### src/rtl/teclado_pkg.sv
// Shared keypad definitions: matrix geometry, key-code width, FSM states
// and the lowest-active-row priority helper.
package teclado_pkg;
    localparam int NUM_LINHAS  = 4;
    localparam int NUM_COLUNAS = 4;
    localparam int LIN_W       = $clog2(NUM_LINHAS);
    localparam int COL_W       = $clog2(NUM_COLUNAS);
    localparam int KEY_W       = LIN_W + COL_W;

    typedef enum logic [1:0] {
        ST_SCAN,
        ST_DEBOUNCE,
        ST_HELD,
        ST_RELEASE
    } estado_t;

    // Rows are active-low; the lowest index that is low wins.
    function automatic logic [LIN_W-1:0] menor_linha(input logic [NUM_LINHAS-1:0] l);
        logic [LIN_W-1:0] r;
        r = '0;
        for (int i = NUM_LINHAS - 1; i >= 0; i--)
            if (!l[i]) r = LIN_W'(i);
        return r;
    endfunction
endpackage

### src/rtl/sincronizador_2ff.sv
// Two-flop synchronizer for asynchronous level inputs; resets to RST_VAL.
module sincronizador_2ff #(
    parameter int           W       = 4,
    parameter logic [W-1:0] RST_VAL = '1
) (
    input  logic         clock_in,
    input  logic         reset_n,
    input  logic [W-1:0] d,
    output logic [W-1:0] q
);
    logic [W-1:0] meta;

    always_ff @(posedge clock_in or negedge reset_n) begin
        if (!reset_n) begin
            meta <= RST_VAL;
            q    <= RST_VAL;
        end else begin
            meta <= d;
            q    <= meta;
        end
    end
endmodule

### src/rtl/teclado_matricial.sv
// 4x4 matrix keypad scanner with debounce and release filtering.
// Define TECLADO_REPEAT_EN to re-pulse tecla_valida every REPEAT_SCANS ticks while held.
module teclado_matricial #(
    parameter int DEBOUNCE_SCANS = 4,
    parameter int REPEAT_SCANS   = 32
) (
    input  logic                          clock_in,
    input  logic                          reset_n,
    input  logic                          scan_tick,
    input  logic [teclado_pkg::NUM_LINHAS-1:0]  linhas,
    output logic [teclado_pkg::NUM_COLUNAS-1:0] colunas,
    output logic [teclado_pkg::KEY_W-1:0]       tecla,
    output logic                          tecla_valida,
    output logic                          tecla_pressionada
);
    import teclado_pkg::*;

    localparam int CNT_TOP = (DEBOUNCE_SCANS > REPEAT_SCANS) ? DEBOUNCE_SCANS : REPEAT_SCANS;
    localparam int CNT_W   = $clog2(CNT_TOP + 1);

    estado_t                 estado;
    logic [COL_W-1:0]        col_idx;
    logic [LIN_W-1:0]        cand_row;
    logic [CNT_W-1:0]        cnt, cnt_inc;
    logic [NUM_LINHAS-1:0]   linhas_s;
    logic                    alguma_baixa, cand_baixa;
    logic [LIN_W-1:0]        menor;

    sincronizador_2ff #(.W(NUM_LINHAS), .RST_VAL('1)) u_sync (
        .clock_in (clock_in),
        .reset_n  (reset_n),
        .d        (linhas),
        .q        (linhas_s)
    );

    assign alguma_baixa = ~&linhas_s;
    assign menor        = menor_linha(linhas_s);
    assign cand_baixa   = ~linhas_s[cand_row];
    assign cnt_inc      = (cnt == '1) ? cnt : cnt + 1'b1;
    assign colunas      = ~(NUM_COLUNAS'(1) << col_idx);

`ifdef TECLADO_REPEAT_EN
    logic [CNT_W-1:0] rep_cnt, rep_inc;
    assign rep_inc = (rep_cnt == '1) ? rep_cnt : rep_cnt + 1'b1;
`endif

    always_ff @(posedge clock_in or negedge reset_n) begin
        if (!reset_n) begin
            estado            <= ST_SCAN;
            col_idx           <= '0;
            cand_row          <= '0;
            cnt               <= '0;
            tecla             <= '0;
            tecla_valida      <= 1'b0;
            tecla_pressionada <= 1'b0;
`ifdef TECLADO_REPEAT_EN
            rep_cnt           <= '0;
`endif
        end else begin
            tecla_valida <= 1'b0;
            if (scan_tick) begin
                case (estado)
                    ST_SCAN: begin
                        if (alguma_baixa) begin
                            cand_row <= menor;
                            cnt      <= '0;
                            estado   <= ST_DEBOUNCE;
                        end else begin
                            col_idx  <= col_idx + 1'b1;
                        end
                    end
                    ST_DEBOUNCE: begin
                        // A different winning row means the press moved: restart scanning.
                        if (alguma_baixa && menor == cand_row) begin
                            cnt <= cnt_inc;
                            if (cnt_inc >= CNT_W'(DEBOUNCE_SCANS)) begin
                                tecla             <= {cand_row, col_idx};
                                tecla_valida      <= 1'b1;
                                tecla_pressionada <= 1'b1;
                                estado            <= ST_HELD;
`ifdef TECLADO_REPEAT_EN
                                rep_cnt           <= '0;
`endif
                            end
                        end else begin
                            estado <= ST_SCAN;
                        end
                    end
                    ST_HELD: begin
                        if (!cand_baixa) begin
                            cnt    <= '0;
                            estado <= ST_RELEASE;
                        end
`ifdef TECLADO_REPEAT_EN
                        else if (rep_inc >= CNT_W'(REPEAT_SCANS)) begin
                            rep_cnt      <= '0;
                            tecla_valida <= ~tecla_valida;
                        end else begin
                            rep_cnt      <= rep_inc;
                        end
`endif
                    end
                    ST_RELEASE: begin
                        if (cand_baixa) begin
                            estado <= ST_HELD;
`ifdef TECLADO_REPEAT_EN
                            rep_cnt <= '0;
`endif
                        end else begin
                            cnt <= cnt_inc;
                            if (cnt_inc >= CNT_W'(DEBOUNCE_SCANS)) begin
                                estado            <= ST_SCAN;
                                tecla_pressionada <= 1'b0;
                            end
                        end
                    end
                    default: estado <= ST_SCAN;
                endcase
            end
        end
    end
endmodule
### config.mk
export PLATFORM = sky130hd
export DESIGN_NAME = teclado_matricial
export DESIGN_NICKNAME = d
export VERILOG_FILES = /design/src/rtl/teclado_pkg.sv /design/src/rtl/sincronizador_2ff.sv /design/src/rtl/teclado_matricial.sv
export SDC_FILE = /design/constraint.sdc
export NUM_CORES = 1
export LEC_CHECK = 0
export CAP_MARGIN = 0
export CORE_UTILIZATION = 31
export CTS_CLUSTER_SIZE = 8
export DETAILED_ROUTE_END_ITERATION = 12
export PLACE_DENSITY = 0.5
export SYNTH_ARGS = -nofsm -noshare
export SYNTH_HDL_FRONTEND = slang
export SYNTH_HIERARCHICAL = 1
export SYNTH_SLANG_ARGS = --single-unit
### constraint.sdc
create_clock -name clock_in -period 4.56 [get_ports clock_in]
set_input_delay 1.14 -clock clock_in [delete_from_list [all_inputs] [get_ports clock_in]]
set_output_delay 1.14 -clock clock_in [all_outputs]
set_load 0.01 [all_outputs]
==> key figures <==
Power
  • Pleak: 0.000705 uW
  • PD cells: 556 nW/um2
  • Worst IR Drop VDD: 0.000208 V

Floorplanning
  • Die Ht: 67.1 um
  • Die W: 67.1 um
  • Ports: 17
  • Core ar.: 4030 um2
  • Site Rows: 23
  • Initial Utilization: 32.6%
  • Die Area: 4500 um2

Final layout
  • Final #Nets: 157
  • Finished Layout Cells: 194
  • Layout cell share with drive strength beyond 1: 12.5%
  • Commonest cells after routing, fill and taps aside: 18 x dfrtp_1, 16 x clkdlybuf4s50_1, 12 x inv_1
  • Diode count: 0
  • Layout filler cell count: 396
  • Most common cell after layout, fill and taps aside: dfrtp_1
  • Area grow syn2layout: 21.3%

CTS
  • Num CTS Buffers: 3
  • Worst skew pair latency: 270 ps
  • H-Tree Depth: 1
  • TritonCTS clock tree: built
  • CTS Sinks: 26
  • Clock Root Buffer: clkbuf_8
  • # resized after CTS: 0
  • Clock transition time at the flip-flop clock pins of the worst setup and hold paths: 90 ps
  • Setup repair bufs after CTS: 0
  • Clk buf depth: 2
  • # hold bufs at CTS: 0

Detailed routing
  • Via/cell ratio: 5.01
  • Drt first-iter violations: 38
  • Detailed Routing Iterations Pass 1: 4
  • Final ANT Viol Nets: 0
  • WL per Instance: 12.2 um
  • DR vias: 971
  • Drt drc: 0
  • Post-Route WL: 2370 um

Global route
  • Largest net degree at the start of global routing: 17
  • Gr usage total: 12.2%
  • First-pass GRT wire length: 4110 um
  • Vias in the first global route: 914
  • Gr ovfl total: 0
  • Initial antenna violation count: 0

Placement
  • Placed cells: 190
  • Number of port buffers: 16
  • Gpl congestion: 0.780
  • DP HPWL: 1830 um
  • Dpl ws: 1530 ps

STA
  • Max Freq: 0.369 GHz
  • Finish-stage setup viols: 0
  • Tmin final: 2710 ps
  • Final Hold Viols: 0
  • Setup TNS: 0 ps
  • Setup WS post-layout: 1850 ps
  • RSZ-0062 raised after global routing: no
  • Worst-margin pin slew: 768 ps
  • Slew headroom: 48.6%
  • Worst clock skew: 0.588 ps
  • Final period utilization: 59.4%
  • Fin Hold WS: 359 ps
  • Slew Limit Fails: 0

Critical path
  • Setup CP Type: primary input to flip-flop
  • Critical Path RT: 4710 ps
  • Startpoint Class: primary input
  • CP Capture Type: flip-flop
  • Worst R2R Setup Slack: 2440 ps
  • Crit path DAT: 2860 ps
  • CP max FO: 6

Synthesis
  • Area leader, netlist: dfrtp_1
  • Async SR Flop Fraction: 100%
  • Yosys top cell area share: 34.3%
  • Synth area leaders: dfrtp_1 34%, dfstp_2 16%, ha_1 4.8%
  • Sequential area share after synthesis: 50.3%
  • Top_reg_cell synth: dfrtp_1
  • Cells after Synth: 126
  • Distinct cell type count after synthesis: 37
  • Syn Nets: 138
  • Syn avg cell area: 10.4 um2
  • Post-synth EDFFs: 0
  • Post-Syn Area: 1310 um2
  • Total number of yosys warnings: 6
  • Yosys reg bits: 26

Hold path
  • Worst hold path class: flip-flop to flip-flop

Job
  • Max-cap violations: 0

Outcome
  • Status: finished, final reports clean
through the flow:
stage | util [%] | area (um2) | power (uW)
floorplan | - | 1310 | 586
global placement | 37.8 | 1520 | 703
detailed placement | 37.8 | 1520 | 709
CTS | 39.6 | 1590 | 904
global route | 39.6 | 1590 | 958
finish | 39.6 | 1590 | 886
area by class of cell:
cell class,instances,area [um2],area share [%]
Sequential cell,26,661,41.4
Multi-Input combinational cell,85,587,36.8
Timing Repair Buffer,17,168,10.5
Tap cell,50,62.6,3.92
Inverter,12,45.0,2.83
Clock buffer,3,41.3,2.59
Clock inverter,1,30.0,1.88
cells in the mapped netlist (2+ instances only):
library cell and instances:
nand3_1 4, nor3_1 2, inv_1 12, o211ai_1 2, o22ai_1 3, mux2_1 4
nand2_1 11, nand4_1 2, o21ai_1 3, and3b_1 3, buf_2 2, o21ai_0 2
ha_1 5, dfstp_2 8, dfrtp_1 18, a31oi_1 5, and3_1 3, a21oi_1 9
nor2_1 10
path summary, 6_finish.rpt:
kind	start	end	cells after the start
worst min register to register	u_sync/meta[0]	u_sync/q[0]	0
worst max-delay path	scan_tick	tecla[2]	5
max in group asynchronous	reset_n	u_sync/meta[0]	2
worst max register to register	cnt[0]	tecla[2]	6
worst min-delay path	u_sync/meta[0]	u_sync/q[0]	0
min in group asynchronous	reset_n	cnt[2]	1
cells by family after synthesis:
| group | after synthesis | share of synthesized area, % |
|---|---|---|
| and+or+nand+nor | 40 | 16.2 |
| AOI/OAI and AO/OA | 33 | 17.1 |
| DFF | 26 | 50.3 |
| buffers and inverters | 15 | 5.05 |
| muxes | 6 | 5.90 |
| adders and majority gates | 5 | 4.76 |
| xor gates and xnor gates | 1 | 0.667 |
state kept, by name (all words and copies together) (netlist names):
signal             flops
tecla                  4
u_sync/meta            4
u_sync/q               4
cand_row               2
cnt                    6
estado                 2
tecla_pressionada      1
tecla_valida           1
col_idx                2
worst max-delay path, cell delays in order:
cell and delay (ps):
clkdlybuf4s50_1 620, nand2_1 170, a21oi_1 280, nand3b_1 270, mux2_1 380
per-layer routing:
metal,vias up,GRT usage (%),share of wire (%)
li1,490,-,-
met1,463,15.0,47
met2,16,20.9,49
met3,2,3.60,3.3
met4,0,2.39,0.72
met5,-,0,0
power breakdown:
part	internal, uW	switching, uW	leakage (uW)
logic	179	156	0.000352
clock network	117	70.2	0.0000357
registers	291	72.8	0.000317
total	587	299	0.000705
(Power assumes the default switching activity.)
